--- src/rtl/aecho_indication_drain.sv ---
`default_nettype none
// +------------------------------------------------------------------------+
// | Module  : aecho_indication_drain                                       |
// | Brief   : Drains the aecho echo-request FIFO into a one-entry hold     |
// |           register and delivers each word on the heard indication    |
// |           with a sequence tag, optional pacing gap and a counter of    |
// |           delivered messages.                                          |
// | Rev     : 1.0  initial release                                         |
// +------------------------------------------------------------------------+
module aecho_indication_drain #(
  parameter int WIDTH = 32,
  parameter int SEQW  = 16,
  parameter int GAP   = 0
) (
  input  logic             CLK,
  input  logic             nRST,
  input  logic [WIDTH-1:0] fifo_first,
  input  logic             fifo_first__RDY,
  input  logic             fifo_deq__RDY,
  output logic             fifo_deq__ENA,
  input  logic             heard__RDY,
  output logic             heard__ENA,
  output logic [WIDTH-1:0] heard_v,
  output logic [SEQW-1:0]  heard_seq,
  output logic [SEQW-1:0]  delivered,
  output logic             busy
);

  // Gap counter is at least one bit wide so GAP=0 still yields a legal vector.
  localparam int GW = (GAP < 1) ? 1 : $clog2(GAP + 1);

  localparam logic [GW-1:0]   c_gap_load = GW'(GAP);
  localparam logic [GW-1:0]   c_gap_one  = GW'(1);
  localparam logic [SEQW-1:0] c_seq_one  = SEQW'(1);

  logic             r_hold_valid;
  logic [WIDTH-1:0] r_hold_data;
  logic [SEQW-1:0]  r_seq;
  logic [GW-1:0]    r_gap_cnt;
  logic [SEQW-1:0]  r_delivered;

  logic w_gap_idle;
  logic w_fire_out;
  logic w_deq;

  // Delivery only when holding a word, the pacing gap has expired and the
  // sink is ready; a dequeue may refill in the same cycle the word leaves.
  assign w_gap_idle = (r_gap_cnt == '0);
  assign w_fire_out = nRST & r_hold_valid & w_gap_idle & heard__RDY;
  assign w_deq      = nRST & fifo_first__RDY & fifo_deq__RDY &
                      (~r_hold_valid | w_fire_out);

  assign heard__ENA    = w_fire_out;
  assign fifo_deq__ENA = w_deq;
  assign heard_v       = r_hold_data;
  assign heard_seq     = r_seq;
  assign delivered     = r_delivered;
  assign busy          = r_hold_valid | ~w_gap_idle;

  // Hold register, sequence tag, pacing gap and delivery counter updates.
  always_ff @(posedge CLK) begin
    if (!nRST) begin
      r_hold_valid <= 1'b0;
      r_hold_data  <= '0;
      r_seq        <= '0;
      r_gap_cnt    <= '0;
      r_delivered  <= '0;
    end else begin
      if (w_deq) begin
        r_hold_data  <= fifo_first;
        r_hold_valid <= 1'b1;
      end else if (w_fire_out) begin
        r_hold_valid <= 1'b0;
      end

      if (w_fire_out) begin
        r_seq       <= r_seq + c_seq_one;
        r_delivered <= r_delivered + c_seq_one;
        r_gap_cnt   <= c_gap_load;
      end else if (!w_gap_idle) begin
        r_gap_cnt   <= r_gap_cnt - c_gap_one;
      end
    end
  end

endmodule
`default_nettype wire

--- config.mk ---
export PLATFORM = sky130hd
export DESIGN_NAME = aecho_indication_drain
export DESIGN_NICKNAME = d
export VERILOG_FILES = /design/src/rtl/aecho_indication_drain.sv
export SDC_FILE = /design/constraint.sdc
export NUM_CORES = 1
export LEC_CHECK = 0
export CAP_MARGIN = 10
export CORE_MARGIN = 10
export CORE_UTILIZATION = 43
export CTS_BUF_LIST = sky130_fd_sc_hd__clkbuf_4 sky130_fd_sc_hd__clkbuf_8 sky130_fd_sc_hd__clkbuf_16
export DETAILED_ROUTE_END_ITERATION = 10
export PLACE_DENSITY = 0.77
export SYNTH_ARGS = -nofsm -noshare
export SYNTH_HDL_FRONTEND = slang
export SYNTH_SLANG_ARGS = --single-unit
--- constraint.sdc ---
create_clock -name CLK -period 2.49 [get_ports CLK]
set_input_delay 0.498 -clock CLK [delete_from_list [all_inputs] [get_ports CLK]]
set_output_delay 0.498 -clock CLK [all_outputs]
set_load 0.01 [all_outputs]
==> impl_metrics.py, run 1 <==
metrics = {
    "cts": {
        "cts_tree": "yes",
        "clock_latency_ps": 330,
        "cts_buffers": 9,
        "cts.htree.levels": 3,
        "clock-sinks": 66,
        "clk_path_buf_depth": 2,
        "root_buffer": "clkbuf_8",
        "clkTransAtPathRegs_ps": 70,
    },
    "route": {
        "drc": 0,
        "vias": 2576,
        "wl_mm": 7.55,
        "antenna_left": 0,
        "dr.pass1.iters": 5,
        "vias_per_cell": 5.10,
        "drtIter0Drc": 93,
        "wire_per_inst_um": 15.0,
    },
    "final_layout": {
        "layout_common_cells": "clkdlybuf4s50_1, nand2_1, dfxtp_1",
        "final_common_cell": "clkdlybuf4s50_1",
        "layout.nets": 464,
        "antenna_cells": 0,
        "fill_cells": 486,
        "drive_above_1_share": 0.0721,
        "area_growth_pct": 53.7,
        "fin_cells": 505,
    },
    "setup_path": {
        "crit_arrival_ps": 2410,
        "ff2ff_path_depth": 5,
        "path_buf_inv": 2,
        "worstReg2RegEnd": "delivered[14]",
        "critPathTopFamily": "simple AND/OR/NAND/NOR gates",
        "r2r_slack_ps": 550,
        "r2r_start": "delivered[0]",
        "required_ps": 2750,
        "crit_slowest_cell": "or4_1",
        "worstPathCellList": "clkdlybuf4s50_1, nand4b_4, buf_4, or4_1, or3_1, a21oi_1",
        "critical_path_class": "primary input to register",
        "slowest_delay_ps": 550,
        "crit_path_max_fanout": 14,
        "cp-end-kind": "register",
        "start_kind": "primary input",
    },
    "timing": {
        "fmax_mhz": 465,
        "fin_crit_sh": 0.864,
        "rsz0062_at_grt": "false",
        "skew_ps": 9.04,
        "layout_setup_ws_ps": 340,
        "setup_viol": 0,
        "min_period_ps": 2150,
        "hold_violations": 0,
        "drv_slew": 0,
        "setup_tns_ps": 0,
        "whs_ps": 454,
    },
    "synth": {
        "synth.net_count": 353,
        "yosysSeqAreaShare": 0.509,
        "synth_seq_cells": 66,
        "synth_cell_types": 31,
        "syn_area_um2": 2590,
        "synthFlopType": "dfxtp_1",
        "ys_top_cells_by_area": "dfxtp_1, nand2_1, a21oi_1",
        "synth_top_area_frac": 0.509,
        "async_flop_share": 0,
        "synth_warnings": 0,
        "syn-instance-count": 314,
        "synth-edff-count": 0,
        "avgSynthCellArea_um2": 8.26,
        "yosys.area.top_type": "dfxtp_1",
    },
    "outcome": {
        "status": "finished clean",
    },
    "power_and_ir_drop": {
        "power_mw": 2.29,
        "p_comb_frac": 0.076,
        "seq_power_share": 0.474,
        "p_sw_mw": 0.484,
        "internal_power_mw": 1.81,
        "p_clk_frac": 0.450,
        "p_leak_nw": 1.45,
        "ir_drop_mv": 0.320,
        "p_per_area_nw_per_um2": 574,
        "switching_share": 0.212,
    },
    "min_path": {
        "hold_end": "heard_v[21]",
        "worstHoldPathType": "register to register",
        "hold_start": "heard_v[21]",
        "min_delay_path_depth": 2,
    },
    "place": {
        "place.gp.congestion": 0.846,
        "dp_hpwl_mm": 5.62,
        "pre_cts_ws_ps": -43.0,
        "numPortBuffers": 103,
        "placed_cells": 489,
    },
    "floorplan": {
        "ios": 104,
        "fp.dieArea_um2": 9540,
        "initial_core_util": 0.441,
        "dieWidth_um": 97.7,
        "die_y_um": 97.7,
        "core_area_um2": 5890,
        "rows": 28,
    },
    "flow_run": {
        "maxCapViolations": 0,
    },
    "global_route": {
        "first_global_vias": 2474,
        "grt_max_degree": 36,
        "grt_usage": 0.153,
        "grt_pass1_wl_mm": 12.2,
        "overflow": 0,
        "antenna_found_initial": 0,
    },
}
## cell type report
type	count	area, um^2	area share
clock buffers	12	159	0.0398
multi-input cells	223	1170	0.294
clock inverters	4	73.8	0.0185
well taps	75	93.8	0.0235
inverters	9	33.8	0.00847
flip-flops and latches	66	1320	0.331
repair buffers	116	1130	0.284
## worst max path at each step
stage,startpoint,cells past startpoint,endpoint,slack [ps]
floorplan,nRST,5,fifo_deq__ENA,540
global placement,nRST,5,fifo_deq__ENA,-20
detailed placement,nRST,6,heard_seq[13],-40
CTS,heard__RDY,5,fifo_deq__ENA,9
global route,heard__RDY,7,delivered[14],290
finish,heard__RDY,6,delivered[14],340
## kinds of logic after synthesis
kind of cell	synth area share
flops	0.509
other cells	0.00145
mux	0.00772
xor+xnor	0.0642
fa+ha+maj	0.00965
simple gates	0.264
buf+inv	0.0381
compound gates	0.105
## repair_timing
item / CTS / global route
resized for setup: 1 / 2
setup endpoints to repair: 2 / 2
setup buffers: 0 / 0
hold buffers: 0 / 0
## metal layers
layer,up-vias,track usage,part of all wire
li1,1280,-,-
met1,1165,0.182,0.44
met2,117,0.240,0.46
met3,14,0.0526,0.081
met4,0,0.0761,0.021
met5,-,0,0
## power groups by stage
stage | Sequential [mW] | Combinational, mW | Clock, mW
after floorplan | 1.12 | 0.0528 | 0
after global placement | 1.11 | 0.174 | 0
after detailed placement | 1.11 | 0.176 | 0
after CTS | 1.09 | 0.177 | 1.04
after global routing | 1.09 | 0.189 | 1.09
final | 1.09 | 0.174 | 1.03
## through the flow
stage,cell area (um^2),util
2_1_floorplan,2590,-
3_3_place_gp,3750,0.637
3_5_place_dp,3750,0.637
4_1_cts,3980,0.677
5_1_grt,3990,0.678
6_report,3990,0.678
## tightest hold or removal path, stage by stage (launching register included)
cell and delay, ps:
dfxtp_1 310, nand2_1 50, a21oi_1 50
## cells in the mapped netlist, drive strengths merged (3+ instances only)
cell and instances:
nand2 79, dfxtp 66, a21oi 40, nor2 20, nand3 13, clkbuf 12
nand4 11, xnor2 10, inv 9, xor2 9, nor4 6, buf 4
o21ai 4, or3 4, or4 4, nor3 3, o31ai 3
## sequential cells by signal, indices dropped and copies added, names as in the netlist
signal / count
heard_v: 32
delivered: 16
heard_seq: 16
r_gap_cnt: 1
r_hold_valid: 1
No activity file was read; power rests on OpenSTA's default activity.
==> run 2, diff against run 1 <==
ABC_CLOCK_PERIOD_IN_PS = 2490   (was default)
==> results of run 2 <==
The final DEF is identical to that of run 1; final timing and power are the same.
==> edit 1: new RTL, flow settings as in run 2 <==
Reset style: asynchronous (`nRST`), changed in one clocked block.
--- a/src/rtl/aecho_indication_drain.sv
+++ b/src/rtl/aecho_indication_drain.sv
@@ -58,7 +58,7 @@
   assign busy          = r_hold_valid | ~w_gap_idle;
 
   // Hold register, sequence tag, pacing gap and delivery counter updates.
-  always_ff @(posedge CLK) begin
+  always_ff @(posedge CLK or negedge nRST) begin
     if (!nRST) begin
       r_hold_valid <= 1'b0;
       r_hold_data  <= '0;
Check against the original RTL: differs if nRST is asserted again (counterexample within 4 cycles, from zero or initial values and one cycle with nRST low); with nRST held inactive, the same outputs for 10 cycles.
==> edit 1 against run 2 <==
- clock skew down 3.0 ps
- count of clock-buffer cells in the layout up 1
- routed wire length down 15%
- first-iteration DRC count down 58%
- design area unchanged
- core utilization down 0.80 points
- final cell count down 23%
- setup slack worse by 260 ps
- synthesized area up 2.7%
- fmax down 11%
- worst hold slack worse by 240 ps
- sequential cell count down 1
- critical path type is now in -> out
Power is not compared: it rests on default switching activity, and its combinational part moved more than twofold at a synthesized area within 25%.
==> edit 1: results <==
metrics = {
    "global_route": {
        "grt_max_degree": 45,
        "grt_pass1_wl_mm": 10.5,
        "grt_pass1_vias": 1971,
        "grt_usage": 0.135,
        "antenna_found_initial": 0,
    },
    "clock_tree": {
        "worst_skew_pair.late_latency_ps": 320,
        "cts_buffer_depth": 2,
        "post_cts_resized": 0,
        "cts_setup_buffers": 0,
    },
    "logic_synthesis": {
        "seq_area_frac_synth": 0.611,
        "synth_common_cells": "dfrtp_1, mux2_2, xnor2_1, nand2_1, nand3_1",
        "synth_fp_nets": 232,
        "synth_area_mm2": 0.00266,
        "synth_area_leaders": "dfrtp_1, mux2_2, xnor2_1",
        "synthArstFlopShare": 1.00,
        "synth_cell_types": 23,
    },
    "drt": {
        "via_count": 1885,
        "first_pass_iters": 4,
        "drt_iter0_drc": 39,
        "wl_per_cell_um": 16.5,
    },
    "place": {
        "gp_congestion": 0.729,
        "dp_hpwl_mm": 4.94,
        "post-place-ws_ps": 70.8,
    },
    "worst_setup_path": {
        "crit_fanout": 3,
        "path_delay_family": "buffers and inverters",
        "crit_arrival_ps": 1910,
        "worst_path_max_delay_cell": "clkdlybuf4s50_1",
        "cpPeakStageDelay_ps": 610,
        "r2r_slack_ps": 820,
    },
    "cells_and_area": {
        "drive_gt1_frac": 0.198,
        "nets": 347,
        "fillers": 473,
    },
    "sta": {
        "hold_slack_ps": 215,
        "skew_ps": 6.07,
    },
    "status": {
        "status": "finished, final reports clean",
    },
    "power": {
        "p_leak_nw": 1.74,
    },
    "min_path": {
        "min_path_type": "in -> async",
    },
}
-- edit 1: cell types whose count changed after synthesis, moves of 6 or more --
cell      delta
dfxtp_1     -66
dfrtp_1     +65
nand2_1     -61
a21oi_1     -40
mux2_2      +32
nor2_1      -14
xnor2_1     +13
clkbuf_1    -11
inv_1        -7
nand4_1      -6
nor4_1       -6
-- edit 1: power breakdown --
part / internal, mW / total, mW / switching (mW)
combinational: 0.501 / 0.789 / 0.287
clock: 0.521 / 0.891 / 0.371
sequential: 1.24 / 1.39 / 0.155
total: 2.26 / 3.07 / 0.813
-- edit 1: worst paths after layout --
kind / start / end / cells after the start
worst max-delay path: heard__RDY / fifo_deq__ENA / 4
worst min-delay path: nRST / delivered[6] / 2
worst max register to register: r_hold_valid / heard_seq[7] / 5
worst min register to register: delivered[15] / delivered[15] / 1
max in group asynchronous: nRST / heard_v[5] / 2
min in group CLK: delivered[15] / delivered[15] / 1
-- edit 1: per-layer routing --
layer	track usage	wire length [um]
met5	0	0
met4	0.0562	98
met3	0.0594	540
met2	0.194	2890
met1	0.173	2880
-- edit 1: worst register-to-register path, stage by stage, from the launching register on --
cell and delay, ps:
dfrtp_1 470, nand3_4 100, buf_4 190, nor2_1 390
and4_2 300, xor2_1 150
-- edit 1: through the flow --
| stage | std cells | power [mW] | cell area (um^2) | util |
|---|---|---|---|---|
| 2_1_floorplan | 193 | 1.69 | 2660 | - |
| 3_3_place_gp | 372 | 2.19 | 3790 | 0.636 |
| 3_5_place_dp | 372 | 2.22 | 3790 | 0.636 |
| 4_1_cts | 388 | 3.12 | 3990 | 0.670 |
| 5_1_grt | 388 | 3.25 | 3990 | 0.670 |
| 6_report | 388 | 3.07 | 3990 | 0.670 |
-- edit 1: kinds of logic after synthesis --
kind of cell    synth area share
simple gates               0.123
buf+inv                   0.0197
fa+ha+maj                0.00939
xor+xnor                  0.0986
flops                      0.611
mux                        0.135
compound gates           0.00329
-- edit 1: area by class of cell --
type,instances,share of cell area
clock buffer,13,0.0402
inverter,3,0.00282
timing repair buffer,108,0.267
sequential,65,0.408
multi-input combinational,121,0.249
tap,75,0.0235
clock inverter,3,0.0100
==> edit 2: new RTL, settings of run 2 <==
Made on the original files. Set the parameter `WIDTH` to 40 (it was 32).
--- a/src/rtl/aecho_indication_drain.sv
+++ b/src/rtl/aecho_indication_drain.sv
@@ -8,7 +8,7 @@
 // | Rev     : 1.0  initial release                                         |
 // +------------------------------------------------------------------------+
 module aecho_indication_drain #(
-  parameter int WIDTH = 32,
+  parameter int WIDTH = 40,
   parameter int SEQW  = 16,
   parameter int GAP   = 0
 ) (
Interface: changed (resized fifo_first and heard_v); port bits go from 104 to 120. The function was not compared with the original's and may differ.
==> edit 2 against run 2 <==
- synthesized area grew 16%
- design area grew 12%
- register-to-register slack gained 310 ps
- clock skew about the same
- sequential cell count up 8
- setup slack got worse by 250 ps
- count of clock-buffer cells in the layout is 1 higher
- routed wire length grew 11%
- total power down 1.7%
- synthesized cell count grew 10%
- critical path type is now in -> out
==> edit 2: results <==
metrics = {
    "status": {
        "status": "finished, final reports clean",
    },
    "logic_synthesis": {
        "ys_seq_elements": 74,
        "synthMuxAreaShare": 0.0333,
        "synth_compound_area_frac": 0.111,
        "synthCells": 346,
        "synth_area_leaders": "dfxtp_1, nand2_1, a21boi_0",
        "synthAdderAreaFrac": 0.00832,
        "seq_area_frac_synth": 0.493,
        "synth_common_cells": "nand2_1, dfxtp_1, a21boi_0, nand3_1",
        "synth_cell_types": 35,
        "synth_fp_nets": 393,
        "synth-xor-area-share": 0.0495,
    },
    "cells_and_area": {
        "largest_reg_flops": 40,
        "nonClkBufAreaFrac": 0.277,
        "multiInputGateArea_mm2": 0.00144,
        "nets": 513,
        "fillers": 609,
        "clk_share": 0.0392,
        "multi_input_cells": 251,
        "signal_buffers": 126,
        "seq-cell-share": 0.332,
        "drive_gt1_frac": 0.0594,
        "clock_buffers": 13,
        "inv_count": 4,
    },
    "worst_setup_path": {
        "crit_path_start": "fifo_first__RDY",
        "rr_startpoint": "delivered[1]",
        "path_delay_family": "buffers and inverters",
        "worst_path_max_delay_cell": "clkdlybuf4s50_1",
        "crit_fanout": 2,
        "cpPeakStageDelay_ps": 570,
    },
    "drt": {
        "wl_met3_um": 486,
        "via_count": 2704,
        "routed-wl-met2_mm": 4.17,
        "wl_per_cell_um": 14.7,
        "drt_iter0_drc": 75,
        "drt-met1-wl_mm": 3.57,
    },
    "global_route": {
        "grtUsageMet3": 0.0458,
        "grt_pass1_vias": 2757,
        "grt_max_degree": 60,
        "met1_usage": 0.173,
        "global_route.usage.met2": 0.262,
        "grt_pass1_wl_mm": 13.9,
        "grt_usage": 0.153,
    },
    "clock_tree": {
        "cts_root_buffer": "clkbuf_8",
        "post_cts_resized": 0,
    },
    "sta": {
        "skew_ps": 9.40,
        "worst_slew_pin_slew_ps": 543,
    },
    "place": {
        "dpl.cell_count": 551,
        "gp_congestion": 0.762,
        "io_buffers": 119,
        "dp_hpwl_mm": 6.17,
    },
    "power": {
        "vdd_drop_max_uv": 334,
        "pg_comb_uw": 215,
        "clkPwrFrac": 0.362,
        "p_int_mw": 1.75,
        "p_leak_nw": 1.65,
    },
    "min_path": {
        "hp-start": "heard_v[2]",
    },
}
[edit 2: cell count changes after synthesis, moves of 4 or more]
| cell | delta |
|---|---|
| mux2i_1 | +8 |
| nand2b_1 | +4 |
| inv_1 | -7 |
| nand2_1 | +20 |
| a21oi_1 | -34 |
| dfxtp_1 | +8 |
| nor2_1 | -6 |
| a21boi_0 | +36 |
| nor4_1 | -4 |
| and2_1 | +8 |
| nor2b_1 | +4 |
[edit 2: final timing paths]
kind	endpoint	slack, ps	depth (start not counted)
setup / recovery	fifo_deq__ENA	90	5
hold reg to reg	heard_v[2]	450	2
setup reg to reg	delivered[12]	860	4
hold / removal	heard_v[2]	450	2
[edit 2: metrics by stage]
step	power, mW	worst slack (ps)	cell area [um^2]
finish	2.25	88.9	4470
global route	2.35	25.1	4470
CTS	2.28	78.5	4470
detailed placement	1.46	79.5	4290
global placement	1.46	93.6	4290
floorplan	1.32	717	3010
